### src/rtl/fetch_pkg.sv
// Shared definitions for the instruction fetch unit: opcode encodings,
// opcode field position and fetch state encoding.
package fetch_pkg;

   localparam int FETCH_DATA_WIDTH = 32;
   localparam int OPC_WIDTH        = 6;
   localparam int OPC_MSB          = FETCH_DATA_WIDTH - 1;
   localparam int OPC_LSB          = FETCH_DATA_WIDTH - OPC_WIDTH;

   localparam logic [OPC_WIDTH-1:0] OPC_NOP  = 6'b010000;
   localparam logic [OPC_WIDTH-1:0] OPC_HALT = 6'b010001;

   typedef enum logic [1:0] {
      S_PRIME = 2'd0,
      S_RUN   = 2'd1,
      S_HALT  = 2'd2
   } fetch_state_e;

endpackage

### src/rtl/instr_fetch_unit.sv
// PC register and fetch stage in front of a 1-cycle synchronous ROM.
// Build option FETCH_NOP_SKIP_EN: NOP words are dropped instead of issued.
module instr_fetch_unit
   import fetch_pkg::*;
#(
   parameter int ADDR_WIDTH = 9,
   parameter int DATA_WIDTH = FETCH_DATA_WIDTH,
   parameter int RESET_PC   = 1
) (
   input  logic                  clk,
   input  logic                  rst,
   output logic [ADDR_WIDTH-1:0] rom_addr,
   input  logic [DATA_WIDTH-1:0] rom_q,
   output logic [DATA_WIDTH-1:0] instr,
   output logic [ADDR_WIDTH-1:0] instr_pc,
   output logic                  instr_valid,
   input  logic                  instr_ready,
   input  logic                  redirect_valid,
   input  logic [ADDR_WIDTH-1:0] redirect_pc,
   output logic                  halted
);

   // Handshake: a word moves to decode on a rising edge where instr_valid and
   // instr_ready are both high; while valid && !ready, instr/instr_pc hold.

   fetch_state_e          state_q;
   logic [ADDR_WIDTH-1:0] fetch_pc_q;
   logic [ADDR_WIDTH-1:0] fetch_pc_d;
   logic [ADDR_WIDTH-1:0] last_addr_q;
   logic [DATA_WIDTH-1:0] instr_q;
   logic [ADDR_WIDTH-1:0] instr_pc_q;
   logic                  instr_valid_q;
   logic                  halted_q;
   logic                  advance;
   logic                  skip_word;
   logic [OPC_WIDTH-1:0]  opcode;

   assign advance    = !instr_valid_q || instr_ready;
   // On a stall the previous address is re-issued so rom_q keeps the word behind the pending one.
   assign rom_addr   = advance ? fetch_pc_q : last_addr_q;
   assign fetch_pc_d = fetch_pc_q + 1'b1;
   assign opcode     = rom_q[DATA_WIDTH-1 -: OPC_WIDTH];

`ifdef FETCH_NOP_SKIP_EN
   assign skip_word = (opcode == OPC_NOP);
`else
   assign skip_word = 1'b0;
`endif

   always_ff @(posedge clk or posedge rst) begin
      if (rst) begin
         state_q       <= S_PRIME;
         fetch_pc_q    <= ADDR_WIDTH'(RESET_PC);
         last_addr_q   <= '0;
         instr_q       <= '0;
         instr_pc_q    <= '0;
         instr_valid_q <= 1'b0;
         halted_q      <= 1'b0;
      end else begin
         last_addr_q <= rom_addr;
         if (redirect_valid) begin
            fetch_pc_q    <= redirect_pc;
            instr_valid_q <= 1'b0;
            halted_q      <= 1'b0;
            state_q       <= S_PRIME;
         end else begin
            case (state_q)
               S_PRIME: begin
                  fetch_pc_q <= fetch_pc_d;
                  state_q    <= S_RUN;
               end
               S_RUN: begin
                  if (advance) begin
                     fetch_pc_q <= fetch_pc_d;
                     // A skipped NOP leaves the contents alone; any word shown was just taken.
                     if (skip_word) begin
                        instr_valid_q <= 1'b0;
                     end else begin
                        instr_q       <= rom_q;
                        instr_pc_q    <= last_addr_q;
                        instr_valid_q <= 1'b1;
                        if (opcode == OPC_HALT) begin
                           state_q  <= S_HALT;
                           halted_q <= 1'b1;
                        end
                     end
                  end
               end
               S_HALT: begin
                  if (instr_ready) instr_valid_q <= 1'b0;
               end
               default: state_q <= S_PRIME;
            endcase
         end
      end
   end

   assign instr       = instr_q;
   assign instr_pc    = instr_pc_q;
   assign instr_valid = instr_valid_q;
   assign halted      = halted_q;

endmodule

### config.mk
export PLATFORM = sky130hd
export DESIGN_NAME = instr_fetch_unit
export DESIGN_NICKNAME = d
export VERILOG_FILES = /design/src/rtl/fetch_pkg.sv /design/src/rtl/instr_fetch_unit.sv
export SDC_FILE = /design/constraint.sdc
export NUM_CORES = 1
export LEC_CHECK = 0
export CORE_AREA = 2 2 87 89
export DETAILED_ROUTE_END_ITERATION = 12
export DIE_AREA = 0 0 89 91
export GPL_TIMING_DRIVEN = 0
export PLACE_DENSITY = 0.77
export SYNTH_ARGS = -nofsm -noshare
export SYNTH_HDL_FRONTEND = slang
export SYNTH_SLANG_ARGS = --single-unit
### constraint.sdc
create_clock -name clk -period 2.3 [get_ports clk]
set_clock_uncertainty 0.15 [all_clocks]
set_input_delay 0.69 -clock clk [delete_from_list [all_inputs] [get_ports clk]]
set_output_delay 0.69 -clock clk [all_outputs]
set_load 0.1 [all_outputs]
---- Word-level counts from Yosys, hierarchy flattened ----
Cells that the tools add are included.
Widths: inputs -> output; s select.
storage, ports and cells
  output and inout port bits .............. 52
  bits of input ports ..................... 45
  register bits after elaboration ......... 63
  logic and storage cells ................. 45
operators by class
  $add $sub $neg .......................... 1
  bitwise logic cells ..................... 1
  reductions and logical operators ........ 13
  eq/ne operators ......................... 7
  mux-type cells .......................... 16
operator list
  operator             number
  $mux 9               3
  $pmux 9 s2           1
  $reduce_and 3->1     4
  $add 9x1->9 const B  1
  $ne 3x3->1 const B   3
  $mux 1               7
  $eq 6x5->1 const B   1
  $mux 2               3
  $pmux 2 s3           1
  $reduce_bool 2->1    3
  $reduce_bool 3->1    2
  $eq 2x1->1 const B   1
  $eq 2x2->1 const B   1
  $logic_not 2->1      1
  $ne 2x2->1 const B   1
  $pmux 1 s2           1
  $reduce_and 2->1     1
  $logic_not 1->1      1
  $logic_or 1x1->1     1
  $not 1->1            1

---- Longest topological paths before layout ----
Gate-level depths: netlist of run 1.
  depth in word-level cells ............... 5
  depth in mapped cells ................... 5
  gate-level depth less buffers ........... 4

---- Worst setup path before layout of run 1 ----
Ideal clock, no wire load.
  path kind ............................... flip-flop to output port
  start point ............................. register instr_valid_q, in the netlist instr_valid
  end point ............................... output port rom_addr[2]
  stages on the path, launching flop included .. 4
  arrival ................................. 3.419 ns
  required time ........................... 1.460 ns
  buffers on the path ..................... 1
  path slack .............................. -1.959 ns
  path through ............................ dfrtp_1 -> nor2b_4 -> clkbuf_1 -> o21ai_0
on the way
  longest elaborated chain between the ends .. 3
ends and longest elaborated chain
  what                    RTL line                RTL
  from (decl)             instr_fetch_unit.sv:32  logic instr_valid_q;
  from (signal assigned)  instr_fetch_unit.sv:57  instr_valid_q <= 1'b0;
  from (signal assigned)  instr_fetch_unit.sv:63  instr_valid_q <= 1'b0;
  from (signal assigned)  instr_fetch_unit.sv:77  instr_valid_q <= 1'b0;
  $logic_not 1->1         instr_fetch_unit.sv:38  assign advance = !instr_valid_q || instr_ready;
  $logic_or 1x1->1        instr_fetch_unit.sv:38
  $mux 9                  instr_fetch_unit.sv:40  assign rom_addr = advance ? fetch_pc_q : last_addr_q;
  to (decl)               instr_fetch_unit.sv:12  output logic [ADDR_WIDTH-1:0] rom_addr,
Every way passes these cells.

---- Worst setup path after layout of run 1 ----
  start point ............................. register instr_valid_q, in the netlist instr_valid
  end point ............................... output port rom_addr[1]
Same word-level chain as after synthesis.

==> results of run 1 <==
==> path summary, 6_finish.rpt <==
kind	startpoint	end	slack, ns	depth (start not counted)
setup / recovery	instr_valid	rom_addr[1]	-0.19	4
hold / removal	halted	halted	0.35	1
setup reg to reg	instr_valid	instr[23]	0.04	7
hold reg to reg	halted	halted	0.35	1
max in group asynchronous	rst	fetch_pc_q[0]	0.78	3
min in group asynchronous	rst	instr[17]	0.58	2
==> synthesized netlist by cell type <==
cell type	instances
o211ai_1	3
o21ai_0	3
o31ai_1	4
nand2_1	7
dfrtp_1	62
and4b_1	1
nand3b_1	2
nor3_1	2
or4_1	8
dfstp_2	1
a21oi_1	2
nand3_1	6
nor2b_4	1
ha_1	1
buf_6	5
o2bb2ai_1	1
inv_1	3
nor4bb_1	1
nand4b_1	1
a221oi_1	2
nand4_1	1
nor2_1	6
nor2b_1	4
nor3b_1	1
a31oi_1	4
clkbuf_1	6
or4b_2	1
mux2_4	39
mux2_2	10
and2_1	1
or3b_2	2
buf_4	1
and3b_1	1
nand2b_1	2
or4b_1	1
==> cells by family (layout without fill, tap and decap cells) <==
group           count (synthesis)  after routing  share of synthesized area
buf+inv                        15            133                     0.0345
mux                            49             49                      0.247
simple gates                   49             49                      0.110
flops                          63             63                      0.558
fa+ha+maj                       1              1                    0.00443
compound gates                 19             19                     0.0456
==> timing repair <==
| item | in CTS | in global routing |
|---|---|---|
| resized for setup | 215 | 4 |
| hold buffers | 0 | 0 |
| cloned | 1 | 0 |
| setup buffers | 3 | 2 |
| endpoints found under the setup margin | 91 | 49 |
| pin swaps | 0 | 0 |
==> state kept, by name, indices dropped and copies added (netlist names) <==
name and flops:
fetch_pc_q 9, halted 1, instr 32, instr_pc 9
instr_valid 1, last_addr_q 9, state_q 2
==> layer usage <==
layer  up-vias  part of all wire  track usage
li1        945                 -            -
met1      1005              0.45        0.231
met2        69              0.48        0.250
met3         7             0.055       0.0482
met4         0             0.014       0.0560
met5         -                 0            0
==> stage by stage <==
| step | hold WS [ns] | utilization | setup TNS (ns) |
|---|---|---|---|
| floorplan | 0.326 | - | -0.129 |
| global placement | 0.326 | 0.554 | -33.49 |
| detailed placement | 0.334 | 0.554 | -36.18 |
| CTS | 0.350 | 0.617 | -2.16 |
| global route | 0.371 | 0.624 | -2.38 |
| finish | 0.352 | 0.624 | -1.72 |
==> critical path, stage by stage, from the launching register on <==
cell and delay (ns):
dfrtp_4 0.42, nor2b_4 0.22, clkbuf_16 0.18, mux2_4 0.33
buf_12 0.17
==> power by group through the flow <==
stage / clock network [uW] / logic, uW / registers [uW]
6_report: 1210 / 2280 / 1440
5_1_grt: 1290 / 2350 / 1470
4_1_cts: 1230 / 2280 / 1440
3_5_place_dp: 0 / 2240 / 1460
3_3_place_gp: 0 / 2220 / 1450
2_1_floorplan: 0 / 608 / 2560
==> layout by cell type, fill, tap and decap left out, types with 6 or more instances in the layout <==
master	Yosys	layout
nand2_1	7	7
clkdlybuf4s15_2	0	42
clkdlybuf4s50_1	0	42
mux2_4	39	47
nand3_1	6	6
dfrtp_1	62	61
buf_12	0	10
or4_1	8	8
nor2_1	6	6
buf_6	5	6
clkbuf_8	0	12
==> area by class of cell <==
type	count	area, sq um
flip-flops and latches	63	1580
clock inverters	5	104
clock buffers	11	151
fillers	549	2690
plain buffers	12	115
inverters	3	15.0
well taps	99	124
multi-input cells	118	1190
repair buffers	102	1160
==> flow_summary.toml, run 1 <==
[critical_path]
start_kind = "flop"
critical_path.max_fanout = 5
critPathCaptureType = "primary output"
worstPathArrival_ns = 1.65
setup.worst_path.class = "flop to primary output"
cp.required_ns = 1.46

[floorplanning]
die_y_um = 91
floorplan.die.width_um = 89
dieArea_sq_um = 8100
num_io_pins = 97
core_area_sq_um = 7140
initial_utilization = 0.396
placementRows = 31

[route]
initialDrtViolationCount = 57
vias = 2026
wl_per_cell_um = 15.7
detail_route_antenna_nets = 0
avgViaCountPerCell = 4.91
detail_route.wirelength_mm = 6.48
drt_first_pass_iters = 4
drc_errors = 0

[sta]
hold_violations = 0
rsz_0062_raised_after_global_routing = "yes"
period_share = 1.08
achievable-frequency_mhz = 401
slew_headroom = 0.366
finalCriticalPeriod_ns = 2.49
final-setup-viol-count = 10
timing.final.ws_setup_ns = -0.191
maxSlewViolCount = 0
timing_worst_slew_pin_value_ns = 0.954

[logic_synthesis]
synth_cells = 196
synthesis.nets = 242
synth_area_sq_um = 2830
synth_cell_type_count = 35
ys_seq_elements = 63
post_synthesis_sequential_area_ratio = 0.558
synth_area_leader_cell = "dfrtp_1"
synthTopCellsByArea = "dfrtp_1 (55%), mux2_4 (21%), mux2_2 (4.0%), or4_1 (2.1%), buf_6 (2.0%)"
post_synth.cell_area_avg_sq_um = 14.4
synth_top_area_share = 0.549
synth-warning-count = 0

[grt]
grt_start_max_net_pins = 64
grtUsageTotal = 0.167
grt_first_pass_wirelength_mm = 10.3
antenna_found_initial = 0
grt_overflow_total = 0
grt_pass1_vias = 1973

[clock_tree]
clock_insertion_delay_worst_skew_ns = 0.33
cts_tree = "built"
cts_max_path_buffers = 2
cts_max_level = 3
clock_edge_transition_at_the_registers_on_the_reported_setup_and_hold_paths_ns = 0.07
cts-root-buf = "clkbuf_8"
cts_buffers = 9
clock_sinks = 63

[placement]
place_inst = 390
dp.final_hpwl_mm = 4.46
routabilityCongestion = 0.800
io_buffer_count = 95
detailed_place.area_sq_um = 3960
place_worst_setup_slack_ns = -1.47

[cells_and_area]
antennaDiodeCount = 0
areaGrowthSynthToFinish_pct = 57.5
final_design_area_no_fill_sq_um = 4450
nets = 355
proportion_of_layout_cells_with_a_drive_suffix_above_1 = 0.446
stdcell_count = 413

[pwr]
irDropWorstVdd_v = 0.000671
overall_power_after_layout_uw = 4930
netSwitchingPower_uw = 2170
share_comb_of_total_power = 0.462
netSwitchingFraction = 0.439
power.static_leakage_uw = 0.00199
power.density_cell_area_nw_per_um2 = 1110
power_report.internal_total_uw = 2760
share_clk_of_total_power = 0.245
seq_power_share = 0.293

[job]
drv.max_cap_violation_count = 0

[worst_hold_path]
hp-class = "flop to flop"

[run_status]
violations = "setup timing"
run_status = "finished with violations"
Power figures use the tool's default switching activity.
==> run 2, diff against run 1 <==
CAP_MARGIN = 20   (was default)
CELL_PAD_IN_SITES_DETAIL_PLACEMENT = 0   (was default)
CELL_PAD_IN_SITES_GLOBAL_PLACEMENT = 1   (was default)
CORE_AREA = 2 2 97 99   (was 2 2 87 89)
CTS_BUF_LIST = sky130_fd_sc_hd__clkbuf_4 sky130_fd_sc_hd__clkbuf_8 sky130_fd_sc_hd__clkbuf_16   (was default)
DIE_AREA = 0 0 99 101   (was 0 0 89 91)
PLACE_DENSITY = 0.78   (was 0.77)
==> flow_summary.toml, run 2 (synthesis results as in run 1) <==
[critical_path]
cp.required_ns = 1.46
worstSetupStartpoint = "instr_valid"
start_kind = "flop"
critPathCaptureType = "primary output"
setup.worst_path.class = "flop to primary output"
reg2regPathDepth = 6
r2r-end = "instr[3]"
worstPathArrival_ns = 1.68
critical_path.max_fanout = 5
critical_path.reg2reg.startpoint = "instr_valid"
reg2reg_setup_slack_ns = 0.12

[sta]
slew_headroom = 0.359
period_share = 1.09
achievable-frequency_mhz = 397
timing_worst_slew_pin_value_ns = 0.965
maxSlewViolCount = 0
final-setup-viol-count = 10
rsz_0062_raised_after_global_routing = "yes"
setup-tns-final_ns = -1.83
finalCriticalPeriod_ns = 2.52
hold_violations = 0
timing.final.ws_setup_ns = -0.217

[pwr]
share_clk_of_total_power = 0.211
irDropWorstVdd_v = 0.000388
overall_power_after_layout_uw = 4710
netSwitchingFraction = 0.466
netSwitchingPower_uw = 2200
power.static_leakage_uw = 0.00193
power.density_cell_area_nw_per_um2 = 1070
share_comb_of_total_power = 0.482
power_report.internal_total_uw = 2510
seq_power_share = 0.307

[floorplanning]
dieArea_sq_um = 10000
num_io_pins = 97
core_area_sq_um = 8980
die_y_um = 101
floorplan.die.width_um = 99
initial_utilization = 0.315
placementRows = 35

[clock_tree]
cts_tree = "built"
cts_max_path_buffers = 2
clock_edge_transition_at_the_registers_on_the_reported_setup_and_hold_paths_ns = 0.07
clock_insertion_delay_worst_skew_ns = 0.34
clock_sinks = 63
post_cts_hold_buffer_count = 0
cts_buffers = 9
cts-root-buf = "clkbuf_8"
cts_max_level = 3

[route]
avgViaCountPerCell = 4.77
detail_route_antenna_nets = 0
drc_errors = 0
initialDrtViolationCount = 78
detail_route.wirelength_mm = 6.65
vias = 2019
wl_per_cell_um = 15.7
drt_first_pass_iters = 4

[cells_and_area]
largest_register_ffs = 32
final_util = 0.489
most-common-layout-cells = "dfrtp_1 (61), mux2_4 (47), clkdlybuf4s50_1 (42), clkdlybuf4s15_2 (42), clkbuf_8 (11)"
stdcell_count = 423
layout_commonest_cell = "dfrtp_1"
antennaDiodeCount = 0
nets = 353
proportion_of_layout_cells_with_a_drive_suffix_above_1 = 0.442
areaGrowthSynthToFinish_pct = 55.5

[placement]
place_worst_setup_slack_ns = -1.44
routabilityCongestion = 0.775
place_inst = 403
dp.final_hpwl_mm = 4.69
io_buffer_count = 95

[grt]
grt_pass1_vias = 2024
grt_first_pass_wirelength_mm = 10.7
grtUsageTotal = 0.138
antenna_found_initial = 0
grt_overflow_total = 0
grt_start_max_net_pins = 38

[worst_hold_path]
min_from = "halted"
hp-class = "flop to flop"
worstHoldEndpoint = "halted"
worstHoldPathCells = 1

[run_status]
run_status = "finished with violations"
violations = "setup timing"

[job]
drv.max_cap_violation_count = 0
run 2: repair_timing:
item	in CTS	in global routing
gates resized for setup	217	0
cloned	1	0
setup buffers	3	0
endpoints found under the setup margin	91	10
run 2: how the worst max path moves through the flow:
stage | to | slack (ns) | depth (start not counted)
floorplan | rom_addr[2] | -0.06 | 3
global placement | rom_addr[2] | -1.42 | 6
detailed placement | rom_addr[3] | -1.44 | 5
CTS | rom_addr[1] | -0.20 | 4
global route | rom_addr[5] | -0.27 | 4
finish | rom_addr[5] | -0.22 | 4
run 2: worst max-delay path, cell delays in order (launching register included):
cell and delay (ns):
dfrtp_4 0.42, nor2b_4 0.23, clkbuf_8 0.20, mux2_4 0.32
buf_12 0.17
run 2: area by class of cell:
class	instances	area, sq um
Clock buffer	10	138
Fill cell	786	4580
Tap cell	111	139
Sequential cell	63	1580
Buffer	12	108
Clock inverter	6	68.8
Multi-Input combinational cell	118	1190
Inverter	3	15.0
Timing Repair Buffer	100	1150
run 2: power by group through the flow:
stage               logic [uW]  registers (uW)  clock network [uW]
finish                    2270            1450                 993
global route              2330            1480                1080
CTS                       2280            1450                1020
detailed placement        2240            1460                   0
global placement          2230            1450                   0
floorplan                  608            2560                   0
run 2: per-stage QoR:
step           hold WS, ns  cell area (sq um)
6_report             0.351               4390
4_1_cts              0.354               4390
3_3_place_gp         0.325               3970
5_1_grt              0.376               4390
2_1_floorplan        0.326               2880
3_5_place_dp         0.331               3990
run 2: routing by layer:
layer  up-vias  wire, um  track usage
met1      1003      2920        0.186
li1        939         -            -
met3         7       356       0.0381
met5         -         0            0
met2        70      3280        0.213
met4         0        88       0.0506
